$ cat config.mk
export PLATFORM = sky130hd
export DESIGN_NAME = solve_sequencer
export DESIGN_NICKNAME = d
export VERILOG_FILES = /design/src/rtl/solve_sequencer.sv
export SDC_FILE = /design/constraint.sdc
export NUM_CORES = 1
export LEC_CHECK = 0
export CORE_UTILIZATION = 64
export DETAILED_ROUTE_END_ITERATION = 10
export PLACE_DENSITY = 0.95
export SKIP_LAST_GASP = 1
export SYNTH_ARGS = -nofsm -noshare
export SYNTH_HDL_FRONTEND = slang
export SYNTH_SLANG_ARGS = --single-unit
$ cat constraint.sdc
create_clock -name clk -period 3.6 [get_ports clk]
set_clock_uncertainty 0.05 [all_clocks]
set_input_delay 0.72 -clock clk [delete_from_list [all_inputs] [get_ports clk]]
set_output_delay 0.72 -clock clk [all_outputs]
set_load 0.02 [all_outputs]
$ cat src/rtl/solve_sequencer.sv
// Run controller for the two-lane (row/column) parallel line solver.
// Starts a solve on a fresh rising edge of parse_done_i and counts completed line passes into sweeps.
// A run ends on abort, solver victory, cycle-budget timeout, or a stall (no new known cells over
// consecutive sweeps). The terminal result is reported once and held until the next run clears it.
//
// Ports
//   clk               clock
//   rst_n             asynchronous reset, active-low
//   parse_done_i      level: board parsed and option FIFOs loaded
//   abort_i           level: terminate the current run
//   num_rows_i        active rows
//   num_cols_i        active cols
//   line_done_r_i     1-cycle pulse: row lane finished one line write
//   line_done_c_i     1-cycle pulse: column lane finished one line write
//   solver_solved_i   solver victory flag
//   known_i           solver known-cell map, row-major (bit r*MAX_COLS+c)
//   solver_clr_o      1-cycle pulse: synchronous clear to the solver
//   solver_start_o    1-cycle pulse: solver started
//   busy_o            high while clearing, starting or running
//   done_o            run finished, result_o valid
//   result_o          00 aborted, 01 solved, 10 stalled, 11 timeout
//   sweeps_o          completed sweeps of current/last run, saturating at 255
module solve_sequencer #(
  parameter int unsigned MAX_ROWS     = 11,
  parameter int unsigned MAX_COLS     = 11,
  parameter int unsigned STALL_SWEEPS = 2,
  parameter int unsigned MAX_CYCLES   = 65535
) (
  input  logic                         clk,
  input  logic                         rst_n,
  input  logic                         parse_done_i,
  input  logic                         abort_i,
  input  logic [$clog2(MAX_ROWS)-1:0]  num_rows_i,
  input  logic [$clog2(MAX_COLS)-1:0]  num_cols_i,
  input  logic                         line_done_r_i,
  input  logic                         line_done_c_i,
  input  logic                         solver_solved_i,
  input  logic [MAX_ROWS*MAX_COLS-1:0] known_i,
  output logic                         solver_clr_o,
  output logic                         solver_start_o,
  output logic                         busy_o,
  output logic                         done_o,
  output logic [1:0]                   result_o,
  output logic [7:0]                   sweeps_o
);

  localparam int unsigned LineW  = $clog2(MAX_ROWS + MAX_COLS) + 1;
  localparam int unsigned PopW   = $clog2(MAX_ROWS * MAX_COLS + 1);
  localparam int unsigned CycW   = $clog2(MAX_CYCLES + 1);
  localparam int unsigned StallW = $clog2(STALL_SWEEPS + 1);

  localparam logic [2:0] StIdle  = 3'd0;
  localparam logic [2:0] StClear = 3'd1;
  localparam logic [2:0] StStart = 3'd2;
  localparam logic [2:0] StRun   = 3'd3;
  localparam logic [2:0] StDone  = 3'd4;

  localparam logic [1:0] ResAbort   = 2'b00;
  localparam logic [1:0] ResSolved  = 2'b01;
  localparam logic [1:0] ResStalled = 2'b10;
  localparam logic [1:0] ResTimeout = 2'b11;

  logic [2:0]        state_q, state_d;
  logic              pd_q;
  logic              armed_q;
  logic              rise_q;
  logic              done_q, done_d;
  logic [1:0]        result_q, result_d;
  logic [7:0]        sweeps_q, sweeps_d;
  logic [LineW-1:0]  line_q, line_d;
  logic [StallW-1:0] stall_q, stall_d;
  logic [CycW-1:0]   cycle_q, cycle_d;
  logic [PopW-1:0]   prev_pop_q, prev_pop_d;

  logic [PopW-1:0]   pop;
  logic [LineW-1:0]  line_sum;
  logic [LineW-1:0]  line_nxt;
  logic              sweep_end;
  logic [StallW:0]   stall_inc;
  logic              stall_hit;

  // Popcount of the known map restricted to the active num_rows x num_cols window.
  always_comb begin
    pop = '0;
    for (int unsigned r = 0; r < MAX_ROWS; r++) begin
      for (int unsigned c = 0; c < MAX_COLS; c++) begin
        if ((r < 32'(num_rows_i)) && (c < 32'(num_cols_i))) begin
          pop = pop + PopW'(known_i[r*MAX_COLS + c]);
        end
      end
    end
  end

  always_comb begin
    line_sum  = LineW'(num_rows_i) + LineW'(num_cols_i);
    line_nxt  = line_q + LineW'(line_done_r_i) + LineW'(line_done_c_i);
    sweep_end = (line_nxt >= line_sum);
    stall_inc = {1'b0, stall_q} + 1'b1;
    stall_hit = (pop == prev_pop_q) && (stall_inc >= (StallW + 1)'(STALL_SWEEPS));
  end

  always_comb begin
    state_d    = state_q;
    done_d     = done_q;
    result_d   = result_q;
    sweeps_d   = sweeps_q;
    line_d     = line_q;
    stall_d    = stall_q;
    cycle_d    = cycle_q;
    prev_pop_d = prev_pop_q;

    case (state_q)
      StIdle: begin
        if (rise_q) state_d = StClear;
      end

      StClear: begin
        done_d     = 1'b0;
        result_d   = ResAbort;
        sweeps_d   = '0;
        line_d     = '0;
        stall_d    = '0;
        cycle_d    = '0;
        prev_pop_d = '0;
        if (abort_i) begin
          state_d = StDone;
          done_d  = 1'b1;
        end else begin
          state_d = StStart;
        end
      end

      StStart: begin
        if (abort_i) begin
          state_d  = StDone;
          done_d   = 1'b1;
          result_d = ResAbort;
        end else begin
          state_d = StRun;
        end
      end

      StRun: begin
        cycle_d = cycle_q + 1'b1;
        line_d  = line_nxt;
        // Excess lines past the sweep boundary carry into the next sweep.
        if (sweep_end) begin
          line_d     = line_nxt - line_sum;
          prev_pop_d = pop;
          stall_d    = (pop == prev_pop_q) ? stall_inc[StallW-1:0] : '0;
          if (sweeps_q != 8'hff) sweeps_d = sweeps_q + 8'd1;
        end

        if (abort_i) begin
          state_d  = StDone;
          done_d   = 1'b1;
          result_d = ResAbort;
        end else if (solver_solved_i) begin
          state_d  = StDone;
          done_d   = 1'b1;
          result_d = ResSolved;
        end else if (cycle_q == CycW'(MAX_CYCLES - 1)) begin
          state_d  = StDone;
          done_d   = 1'b1;
          result_d = ResTimeout;
        end else if (sweep_end && stall_hit) begin
          state_d  = StDone;
          done_d   = 1'b1;
          result_d = ResStalled;
        end
      end

      StDone: begin
        if (!parse_done_i) state_d = StIdle;
      end

      default: state_d = StIdle;
    endcase
  end

  always_ff @(posedge clk or negedge rst_n) begin
    if (!rst_n) begin
      state_q    <= StIdle;
      pd_q       <= 1'b0;
      armed_q    <= 1'b0;
      rise_q     <= 1'b0;
      done_q     <= 1'b0;
      result_q   <= ResAbort;
      sweeps_q   <= '0;
      line_q     <= '0;
      stall_q    <= '0;
      cycle_q    <= '0;
      prev_pop_q <= '0;
    end else begin
      pd_q       <= parse_done_i;
      // A level held high across reset must not look like an edge: arm only after a low sample.
      armed_q    <= armed_q | ~parse_done_i;
      rise_q     <= parse_done_i & ~pd_q & armed_q;
      state_q    <= state_d;
      done_q     <= done_d;
      result_q   <= result_d;
      sweeps_q   <= sweeps_d;
      line_q     <= line_d;
      stall_q    <= stall_d;
      cycle_q    <= cycle_d;
      prev_pop_q <= prev_pop_d;
    end
  end

  always_comb begin
    solver_clr_o   = (state_q == StClear);
    solver_start_o = (state_q == StStart);
    busy_o         = (state_q == StClear) || (state_q == StStart) || (state_q == StRun);
    done_o         = done_q;
    result_o       = result_q;
    sweeps_o       = sweeps_q;
  end

endmodule

==> results.yml, run 1 <==
synthesis:
  synth-edff-count: 0
  yosys_warnings: 0
  yosys.area.top_type_share_pct: 12.5
  syn_area_um2: 25400
  avgSynthCellArea_um2: 7.07
  synth.distinct_cells: 102
  ys.flop_type: "dfrtp_1"
  synth_area_leaders: "ha_1 (12%), xnor2_1 (11%), nand2_1 (7.5%)"
  seq_area_frac_synth_pct: 4.73
  synthCells: 3589
  synth-async-reset-ratio_pct: 100
  synth_nets: 3981
  yosys.area.top_type: "ha_1"
  ys_seq_elements: 48
clock_tree:
  root_buffer: "clkbuf_16"
  cts-hold-fix-buffers: 0
  htree_levels: 2
  cts.sinks: 48
  postCtsResizedCells: 164
  clockBufferDepth: 2
  numCtsBuffers: 5
  cts_post_setup_buffers_inserted: 61
die:
  io_pins: 150
  rows: 72
  initial_utilization_pct: 65.2
  die_h_um: 201
  die_w_um: 201
place:
  dp_hpwl_um: 118000
  placed_cell_area_um2: 37500
  dp_slack_ns: -73.06
  finalWeightedCongestion: 1.05
  io_buffers: 149
run_status:
  error_line: "[ERROR DPL-0033] detailed placement checks failed during check placement."
  haltStage: "clock tree synthesis"
  outcome: "stopped before the end"
==> cells by family after synthesis <==
group	after synthesis	synth area share [%]
and+or+nand+nor	1560	28.6
AOI/OAI and AO/OA	824	20.8
xor gates and xnor gates	541	23.5
adders and majority gates	276	13.5
buffers and inverters	201	3.07
muxes	139	5.74
DFF	48	4.73
==> Yosys cell counts, types with 10 or more instances <==
master / instances
a21boi_0: 10
o21a_1: 27
and2_1: 31
nor2b_1: 33
mux2_2: 48
nor3_1: 87
o21ai_0: 186
nand2b_1: 29
or3_1: 25
a211oi_1: 31
a21o_1: 40
or2_2: 26
ha_1: 253
and3_1: 57
o21bai_1: 11
nor2_1: 444
nand4_1: 61
inv_1: 78
nand3b_1: 14
maj3_1: 20
nor4b_1: 10
buf_1: 13
xnor3_2: 11
xnor2_2: 14
o22ai_1: 22
dfrtp_1: 48
clkbuf_1: 91
xnor2_1: 305
o211ai_1: 28
o31ai_1: 33
a21oi_1: 240
a22oi_1: 21
xor2_1: 145
o2111ai_1: 10
nor4_1: 23
o31a_1: 12
buf_2: 17
xnor3_1: 50
a22o_1: 11
a31oi_1: 30
nor3b_1: 13
mux2i_1: 89
nand2_1: 506
nand3_1: 159
==> metrics by stage <==
stage	cells	util (%)
detailed placement	5427	96.3
global placement	5427	96.3
floorplan	3589	-
==> run 2, diff against run 1 <==
- CORE_UTILIZATION: 64 -> 40
- PLACE_DENSITY: 0.95 -> not set
- PLACE_DENSITY_LB_ADDON: not set -> 0.15
==> results.yml, run 2 <==
finish:
  nNetsFinal: 5492
  final_cell_mix: "buf_4 (1,463), nand2_1 (472), nor2_1 (409)"
  final_common_cell: "buf_4"
  area_growth_pct: 59.6
  fin_cells: 5939
  largest_reg_flops: 16
  largest-register: "cycle_q"
  layout-drive-gt1-share_pct: 37.3
  stdcell_area_um2: 40500
sta:
  slew_headroom_pct: 48.3
  report.final.hold_viol_count: 0
  setup_slack_ns: -65.41
  setup_viol: 15
  rsz0062_at_grt: "true"
  max_freq_ghz: 0.0145
  fin_crit_sh_pct: 1920
  worstMarginPinSlew_ns: 0.776
  final.min_clock_period_ns: 69.01
  finalMaxSlewViolations: 0
synthesis:
  synth-edff-count: 0
  synth_nets: 3981
  yosys.area.top_type: "ha_1"
  synth-async-reset-ratio_pct: 100
  avgSynthCellArea_um2: 7.07
  ys.flop_type: "dfrtp_1"
  syn_area_um2: 25400
  ys_seq_elements: 48
  seq_area_frac_synth_pct: 4.73
  synthCells: 3589
  synth.distinct_cells: 102
  yosys-top-cells-count: "nand2_1 (506), nor2_1 (444), xnor2_1 (305)"
  yosys_warnings: 0
  synth.most_common_cell: "nand2_1"
  yosys.area.top_type_share_pct: 12.5
  synth_area_leaders: "ha_1 (12%), xnor2_1 (11%), nand2_1 (7.5%)"
global_route:
  gr-total-overflow: 0
  grt_pass1_vias: 30531
  grt_pass1_wl_um: 154000
  grt_use_total_pct: 29.6
  antenna_found_initial: 4
  grt_max_degree: 50
routing:
  wl_met3_um: 5640
  vias_per_cell: 5.41
  wl_met2_um: 46400
  vias: 32120
  drt-initial-drc-count: 1888
  dr.max_layer_used: "met5"
  first_pass_iters: 6
  drc_errors: 0
  drt-met1-wl_um: 43200
  routed_wirelength_um: 99700
  routedWlPerCell_um: 16.8
  drt.antenna.violating_nets: 0
setup_path:
  crit_top_cell: "ha_1"
  worstPathArrival_ns: 69.16
  r2r-end: "sweeps_o[0]$_DFFE_PN0P_"
  r2r_cells: 17
  cp-end-kind: "flip-flop"
  cp_max_fo: 4
  crit_required_ns: 3.74
  crit_type: "in -> reg"
  critPathMaxStageDelay_ns: 0.58
  r2r_start: "line_q[0]$_DFFE_PN0P_"
  critPathLaunchType: "input port"
  critical_path.startpoint: "num_rows_i[2]"
  regToRegSetupSlack_ns: 0.46
  critPathSlowestCell: "or4_4"
  cp-endpoint: "state_q[2]$_DFFE_PN0P_"
clock_tree:
  cts.sinks: 48
  clockBufferDepth: 2
  numCtsBuffers: 5
  path_clk_slew_ns: 0.06
  htree_levels: 2
  clk_latency_ns: 0.29
  root_buffer: "clkbuf_16"
  cts_tree: "built"
min_path:
  hp-class: "reg -> reg"
  min_path_cells: 1
place:
  finalWeightedCongestion: 0.975
  dp_hpwl_um: 80100
  io_buffers: 149
  dp_cells: 5829
  placed_cell_area_um2: 38500
die:
  fp.coreArea_um2: 62200
  initial_utilization_pct: 40.8
  die_w_um: 254
  rows: 91
  io_pins: 150
  die-area_um2: 64500
  die_h_um: 254
run_status:
  outcome: "finished with violations"
  violations: "negative setup slack"
job:
  max_cap_viol_count: 0
==> run 2: per-stage QoR <==
step	utilization [%]	worst slack, ns	hold slack, ns	TNS, ns
detailed placement	62.0	-66.18	0.334	-992.76
global placement	62.0	-64.61	0.330	-970.13
CTS	63.1	-65.31	0.342	-973.73
floorplan	-	-64.62	0.327	-957.73
finish	65.1	-65.41	0.346	-971.87
global route	65.1	-68.88	0.362	-1023.85
==> run 2: per-layer routing <==
| layer | global-route usage (%) | up-vias |
|---|---|---|
| met1 | 37.9 | 14970 |
| met3 | 2.84 | 218 |
| met5 | 0 | - |
| met4 | 11.4 | 6 |
| li1 | - | 16059 |
| met2 | 51.0 | 867 |
==> run 2: repair_timing <==
action	in CTS	in global routing
hold buffers	0	0
gates resized for setup	40	200
setup buffers	48	56
endpoints found under the setup margin	28	28
endpoints found under the hold margin	0	0
cloned	1	2
pin swaps	43	189
==> run 2: worst min-delay path by stage <==
stage / start / slack [ns] / end
2_1_floorplan: pd_q$_DFF_PN0_ / 0.33 / rise_q$_DFF_PN0_
3_3_place_gp: pd_q$_DFF_PN0_ / 0.33 / rise_q$_DFF_PN0_
3_5_place_dp: pd_q$_DFF_PN0_ / 0.33 / rise_q$_DFF_PN0_
4_1_cts: pd_q$_DFF_PN0_ / 0.34 / rise_q$_DFF_PN0_
5_1_grt: pd_q$_DFF_PN0_ / 0.36 / rise_q$_DFF_PN0_
6_report: pd_q$_DFF_PN0_ / 0.35 / rise_q$_DFF_PN0_
==> run 2: layout make-up <==
type	instances	area (um2)
multi-input cells	3340	25100
clock buffers	8	146
well taps	837	1050
repair buffers	1626	12700
fillers	5635	21700
flip-flops and latches	48	1200
inverters	79	297
diodes	1	2.50
==> run 2: worst max-delay path, delay by kind of cell <==
kind	cells	cell delay (ns)
xor gates and xnor gates	3	0.52
muxes	21	4.45
buffers and inverters	13	1.06
adders and majority gates	119	31.79
AOI/OAI and AO/OA	134	18.67
and+or+nand+nor	123	11.91
==> run 2: cells by family after synthesis <==
group	synth area share (%)
compound gates	20.8
xor+xnor	23.5
fa+ha+maj	13.5
buf+inv	3.07
flops	4.73
mux	5.74
simple gates	28.6
Power of run 2 is left out: the tool's default activity adds up to more than one toggle a clock period on the data nets, which glitch-free logic cannot reach.
==> run 3, diff against run 2 <==
- CORE_MARGIN: not set -> 2
==> results.yml, run 3 (same netlist as run 2, synthesis figures left out) <==
run_status:
  outcome: "finished with violations"
  violations: "negative setup slack"
clock_tree:
  numCtsBuffers: 5
  cts_tree: "built"
  cts-hold-fix-buffers: 0
  path_clk_slew_ns: 0.06
  root_buffer: "clkbuf_16"
  cts.sinks: 48
  clockBufferDepth: 2
  htree_levels: 2
  clk_latency_ns: 0.29
place:
  dp_hpwl_um: 79500
  io_buffers: 149
  finalWeightedCongestion: 0.970
routing:
  vias_per_cell: 5.43
  routedWlPerCell_um: 17.1
  vias: 32748
  drt.antenna.violating_nets: 0
  drt-initial-drc-count: 1911
  routed_wirelength_um: 103000
  drc_errors: 0
  first_pass_iters: 6
global_route:
  grt_max_degree: 51
  grt_use_total_pct: 29.7
  top_usage_layer: "met2"
  antenna_found_initial: 3
  grt_use_met3_pct: 2.96
  gr-total-overflow: 0
  met2_usage_pct: 51.6
  grt_pass1_wl_um: 160000
  grt.met1_usage_pct: 37.6
  grt_pass1_vias: 31498
setup_path:
  cp_max_fo: 3
  critPathLaunchType: "input port"
  critPathSlowestCell: "or4_4"
  critPathMaxStageDelay_ns: 0.58
  crit_type: "in -> reg"
  crit_top_cell: "ha_1"
  cp_num_buf_inv: 61
  crit_cells: 424
  r2r_cells: 17
  worstPathArrival_ns: 70.38
  cp_top_family: "adder cells"
  cp-end-kind: "flip-flop"
  crit_required_ns: 3.77
die:
  die_w_um: 256
  fp.coreArea_um2: 62900
  io_pins: 150
  initial_utilization_pct: 40.4
  rows: 92
  die-area_um2: 65500
  die_h_um: 256
min_path:
  min_path_cells: 1
  hp-class: "reg -> reg"
sta:
  setup_viol: 28
  rsz0062_at_grt: "true"
  report.final.hold_viol_count: 0
  tns_ns: -993.87
  setup_slack_ns: -66.61
  worstMarginPinSlew_ns: 1.05
  final.min_clock_period_ns: 70.21
  slew_headroom_pct: 30.1
  fin_crit_sh_pct: 1950
  max_freq_ghz: 0.0142
  finalMaxSlewViolations: 0
job:
  max_cap_viol_count: 0
finish:
  area_growth_pct: 62.8
  largest_reg_flops: 16
  layout-drive-gt1-share_pct: 38.5
  final_common_cell: "buf_4"
  largest-register: "cycle_q"
  final_cell_mix: "buf_4 (1,545), nand2_1 (467), nor2_1 (412)"
  antenna_cells: 0
  nNetsFinal: 5575
run 3: layout make-up:
| class | instances | area (um2) |
|---|---|---|
| Clock buffer | 8 | 146 |
| Tap cell | 846 | 1060 |
| Sequential cell | 48 | 1200 |
| Multi-Input combinational cell | 3340 | 25300 |
| Inverter | 79 | 297 |
| Fill cell | 5529 | 21500 |
| Timing Repair Buffer | 1709 | 13300 |
run 3: path summary, 6_finish.rpt:
kind	end	slack [ns]	start
worst max-delay path	stall_q[1]$_DFFE_PN0P_	-66.61	num_cols_i[2]
worst min-delay path	rise_q$_DFF_PN0_	0.34	pd_q$_DFF_PN0_
worst max register to register	sweeps_o[2]$_DFFE_PN0P_	0.38	line_q[0]$_DFFE_PN0P_
worst min register to register	rise_q$_DFF_PN0_	0.34	pd_q$_DFF_PN0_
max in group asynchronous	cycle_q[10]$_DFFE_PN0P_	2.28	rst_n
min in group asynchronous	armed_q$_DFF_PN0_	0.57	rst_n
run 3: worst reg2reg max path: cells and delay by family (launching register included):
family                     cells  cell delay (ns)
adders and majority gates      3             0.96
and+or+nand+nor                5             0.74
buffers and inverters          4             0.41
xor gates and xnor gates       1             0.13
DFF                            1             0.39
AOI/OAI and AO/OA              4             0.42
run 3: routing by layer:
layer  wire [um]  share of wire [%]
met4        4940                4.8
met5          41              0.040
met3        6300                6.1
met2       48400                 47
met1       43600                 42
run 3: metrics by stage:
step	hold WS, ns	area, um2	util (%)	std cells	worst slack, ns
3_3_place_gp	0.332	38400	61.1	5826	-64.54
2_1_floorplan	0.327	26200	-	3589	-64.62
5_1_grt	0.359	41300	65.7	6030	-69.78
4_1_cts	0.342	40100	63.8	5982	-64.50
6_report	0.342	41300	65.7	6030	-66.61
3_5_place_dp	0.334	38400	61.1	5826	-66.23
run 3: repair_timing:
item                                   CTS  global route
endpoints found under the hold margin    0             0
setup endpoints to repair               29            28
cloned                                   2             0
pin swaps                               98           275
setup buffers                          146            53
gates resized for setup                 96           171
Power of run 3 is left out for the same reason.
